==> src/rtl/tlb_pkg.sv <==
// Shared types for the two-requester memory read arbiter.
// Holds the arbiter state encoding and the requester index constants.
package tlb_pkg;

  typedef enum logic [1:0] {
    S_IDLE  = 2'd0,
    S_ISSUE = 2'd1,
    S_WAIT  = 2'd2,
    S_RESP  = 2'd3
  } arb_state_e;

  localparam logic REQ_PTW  = 1'b0;
  localparam logic REQ_DATA = 1'b1;

endpackage

==> src/rtl/mem_arbiter.sv <==
// Round-robin arbiter: two read requesters share one memory port, one transaction in flight.
// Latency: accept at N, mem request at N+1, response the cycle after mem_resp_valid_i; stalls on any ready low.
module mem_arbiter
  import tlb_pkg::*;
#(
  parameter int ADDR_W = 32,
  parameter int DATA_W = 32
) (
  input  logic                   clk,
  input  logic                   rst,
  input  logic [1:0]             req_valid_i,
  output logic [1:0]             req_ready_o,
  input  logic [1:0][ADDR_W-1:0] req_addr_i,
  output logic [1:0]             resp_valid_o,
  input  logic [1:0]             resp_ready_i,
  output logic [DATA_W-1:0]      resp_data_o,
  output logic                   mem_req_valid_o,
  input  logic                   mem_req_ready_i,
  output logic [ADDR_W-1:0]      mem_addr_o,
  input  logic                   mem_resp_valid_i,
  output logic                   mem_resp_ready_o,
  input  logic [DATA_W-1:0]      mem_data_i,
  output logic                   grant_o,
  output logic                   busy_o
);

  arb_state_e        r_state;
  arb_state_e        w_next_state;
  logic              r_owner;
  logic              r_last_grant;
  logic [ADDR_W-1:0] r_addr;
  logic [DATA_W-1:0] r_data;
  logic              w_any_req;
  logic              w_pick;
  logic              w_accept;

  assign w_any_req = |req_valid_i;
  // On a tie the requester that was not served last wins.
  assign w_pick    = (req_valid_i == 2'b11) ? ~r_last_grant
                   : (req_valid_i[REQ_DATA] ? REQ_DATA : REQ_PTW);
  assign w_accept  = (r_state == S_IDLE) && w_any_req;

  assign mem_addr_o  = r_addr;
  assign resp_data_o = r_data;
  assign grant_o     = r_owner;
  assign busy_o      = (r_state != S_IDLE);

  always_comb begin
    w_next_state     = r_state;
    req_ready_o      = 2'b00;
    resp_valid_o     = 2'b00;
    mem_req_valid_o  = 1'b0;
    mem_resp_ready_o = 1'b0;
    case (r_state)
      S_IDLE: begin
        if (w_any_req) begin
          req_ready_o[w_pick] = 1'b1;
          w_next_state        = S_ISSUE;
        end
      end
      S_ISSUE: begin
        mem_req_valid_o = 1'b1;
        if (mem_req_ready_i) w_next_state = S_WAIT;
      end
      S_WAIT: begin
        mem_resp_ready_o = 1'b1;
        if (mem_resp_valid_i) w_next_state = S_RESP;
      end
      S_RESP: begin
        resp_valid_o[r_owner] = 1'b1;
        if (resp_ready_i[r_owner]) w_next_state = S_IDLE;
      end
      default: w_next_state = S_IDLE;
    endcase
  end

  always_ff @(posedge clk) begin
    if (!rst) begin
      r_state      <= S_IDLE;
      r_owner      <= REQ_PTW;
      r_last_grant <= REQ_DATA;
      r_addr       <= '0;
      r_data       <= '0;
    end else begin
      r_state <= w_next_state;
      if (w_accept) begin
        r_owner <= w_pick;
        r_addr  <= req_addr_i[w_pick];
      end
      if ((r_state == S_WAIT) && mem_resp_valid_i) r_data <= mem_data_i;
      if ((r_state == S_RESP) && resp_ready_i[r_owner]) r_last_grant <= r_owner;
    end
  end

endmodule
==> config.mk <==
export PLATFORM = sky130hd
export DESIGN_NAME = mem_arbiter
export DESIGN_NICKNAME = d
export VERILOG_FILES = /design/src/rtl/tlb_pkg.sv /design/src/rtl/mem_arbiter.sv
export SDC_FILE = /design/constraint.sdc
export NUM_CORES = 1
export LEC_CHECK = 0
export CAP_MARGIN = 20
export CORE_MARGIN = 4
export CORE_UTILIZATION = 40
export DETAILED_ROUTE_END_ITERATION = 7
export GPL_TIMING_DRIVEN = 0
export PLACE_DENSITY = 0.86
export SLEW_MARGIN = 15
export SYNTH_ARGS = -nofsm -noshare
export SYNTH_HDL_FRONTEND = slang
export SYNTH_SLANG_ARGS = --single-unit
export TNS_END_PERCENT = 50
==> constraint.sdc <==
create_clock -name clk -period 4.5 [get_ports clk]
set_input_delay 0.9 -clock clk [delete_from_list [all_inputs] [get_ports clk]]
set_output_delay 0.9 -clock clk [all_outputs]
set_load 0.005 [all_outputs]
==> flow_summary.toml <==
[run_status]
status = "finished clean"

[detailed_routing]
first_iter_violations = 83
ant_nets = 0
routed-via-count = 2878
drt_wl_total_mm = 8.89
dr.pass1.iters = 4
drc_errors = 0
viasPerCell = 4.84
wire_per_inst_um = 14.9

[power_and_ir_drop]
p_leak_uw = 0.00187
irDropWorstVdd_v = 0.000282
power_density_nw_per_um2 = 432
total_power_uw = 2130

[logic_synthesis]
yosys.area_share.simple = 0.145
syn_nets = 417
synth_compound_gate_area_share = 0.230
synth_edf_count = 0
ys_seq_area_frac = 0.478
syn_area_per_cell_um2 = 9.25
synth_cell_types = 25
syn_area_um2 = 2850
ys_seq_elements = 68
synth_top_family_by_area = "compound AO/OA/AOI/OAI gates"
muxShareOfSynthArea = 0.0773
syn-instance-count = 308
ys.warnings.count = 0
async_flop_share = 0
synth_ff_type = "dfxtp_1"
synth_fa_ha_area_frac = 0.0220
synth-xor-area-share = 0

[cts]
cts_num_sinks = 68
clkSlewWorstSetupHoldPaths_ns = 0.07
clock_latency_ns = 0.34
cts-htree-levels = 3
cts_setup_buffers = 0
ctsResizeCount = 0
clk_path_buf_depth = 2
cts_tree = "built"
cts_hold_buffers = 0
cts_made_buffers = 9
clockRootBuffer = "clkbuf_8"

[cells_and_area]
antenna_cells = 0
layout_common_cells = "clkdlybuf4s50_1, nand2_1, dfxtp_1"
register_area_um2 = 1360
stdcell_area_um2 = 4940
final_util = 0.719
drive_gt1_frac = 0.0601
fillCellCount = 551
multiInputGateArea_um2 = 1350
syn2layout_area_growth_pct = 73.3
nets = 603
final_common_cell = "clkdlybuf4s50_1"
fin_cells = 595

[setup_path]
reg2reg_depth = 6
crit_chain = "clkdlybuf4s50_1 -> o21ai_2 -> clkbuf_1 -> nor2_1 -> clkdlybuf4s50_1"
worst-setup-path-type = "primary input to output pin"
start_kind = "primary input"
cp_max_fo = 10
r2r-start = "r_state[0]"
required_ns = 3.60
cpPeakStageDelay_ns = 0.53
cp-end-kind = "output pin"
crit_buf_inv = 3
r2r_slack_ns = 2.66
crit_arrival_ns = 2.62
critical-path-top-delay-family = "buffers and inverters"
cp_slowest_cell = "clkdlybuf4s50_1"
r2r_end = "mem_addr_o[25]"
cpMostUsedCell = "clkdlybuf4s50_1"

[timing]
finalSetupViolCount = 0
period_needed_ns = 3.52
relSlewSlack = 0.716
final_hold_viol_count = 0
post-route-period-util = 0.782
fmax_mhz = 284
timing.clock.skew_ns = 0.0114
report.final.slew_viol_count = 0
fin_tns_setup_ns = 0
tightest_slew_ns = 0.427
rsz0062_at_grt = "no"

[floorplan]
core_um2 = 6870
start_util = 0.415
fp-row-count = 30
die-area_um2 = 8530
io_pins = 176
die_w_um = 92.4
die_h_um = 92.4

[placed_design]
dp.cells = 579
postPlaceCellArea_um2 = 4720
io_buffers = 175
gp_congestion = 0.778
dp_hpwl_mm = 6.83

[run]
cap_violations = 0

[worst_hold_path]
hp-class = "flip-flop to flip-flop"
min_delay_worst_endpoint = "resp_data_o[13]"
holdPathStages = 2
worstHoldStart = "resp_data_o[13]"

[global_routing]
antenna_found_initial = 0
track_usage = 0.208
grt_pass1_vias = 3028
grt_pass1_wl_mm = 14.3
grt_max_degree = 13
grt_overflow_total = 0
synthesized netlist by cell type (3+ instances only):
master / n / area share
nand2_1: 69 / 0.091
dfxtp_1: 68 / 0.48
a21boi_0: 32 / 0.084
a21oi_1: 22 / 0.039
mux2i_1: 22 / 0.077
o21ai_0: 21 / 0.037
a221o_1: 13 / 0.046
and3_1: 13 / 0.029
clkbuf_1: 12 / 0.016
buf_2: 7 / 0.012
ha_1: 5 / 0.022
inv_1: 4 / 0.0053
nor2b_1: 4 / 0.0088
and2_1: 3 / 0.0066
buf_6: 3 / 0.012
report_power, final:
group / switching (uW) / internal, uW / leakage [uW]
Combinational: 308 / 461 / 0.00121
Clock: 239 / 312 / 0.000102
Sequential: 73.8 / 738 / 0.000557
Total: 621 / 1510 / 0.00187
logic make-up (layout without fill, tap and decap cells):
family | count (synthesis) | in the layout
AOI/OAI and AO/OA | 93 | 93
adders and majority gates | 5 | 5
buffers and inverters | 27 | 218
DFF | 68 | 68
muxes | 22 | 22
and+or+nand+nor | 93 | 93
routing by layer:
layer | track usage | routed length, um
met4 | 0.0792 | 182
met1 | 0.234 | 3600
met5 | 0 | 0
met3 | 0.0626 | 716
met2 | 0.366 | 4390
metrics by stage:
stage	setup WS, ns	hold slack (ns)
2_1_floorplan	2.17	0.460
4_1_cts	0.975	0.468
6_report	0.981	0.466
3_3_place_gp	0.999	0.449
5_1_grt	0.891	0.488
3_5_place_dp	0.977	0.457
sequential cells by signal, summed over array words and instances (netlist names):
register and flops:
grant_o 1, r_last_grant 1, resp_data_o 32, mem_addr_o 32, r_state 2
how the worst max path moves through the flow:
stage	startpoint	to	cells after the start
2_1_floorplan	req_valid_i[1]	req_ready_o[1]	3
3_3_place_gp	req_valid_i[1]	req_ready_o[1]	5
3_5_place_dp	req_valid_i[1]	req_ready_o[1]	5
4_1_cts	req_valid_i[1]	req_ready_o[1]	5
5_1_grt	req_valid_i[0]	req_ready_o[0]	5
6_report	req_valid_i[0]	req_ready_o[0]	5
cell type report:
class / count / share of cell area
repair buffers: 175 / 0.355
flip-flops and latches: 68 / 0.276
multi-input cells: 213 / 0.274
clock buffers: 10 / 0.0259
plain buffers: 23 / 0.0246
well taps: 96 / 0.0243
clock inverters: 6 / 0.0180
inverters: 4 / 0.00304
worst register-to-register path: stages, from the launching register on:
cell and delay [ns]:
dfxtp_1 0.35, inv_1 0.12, ha_1 0.32, o21ai_2 0.15
clkbuf_1 0.25, and3_1 0.28, a221o_1 0.28
Note: power is estimated with default switching activity, not from simulation.
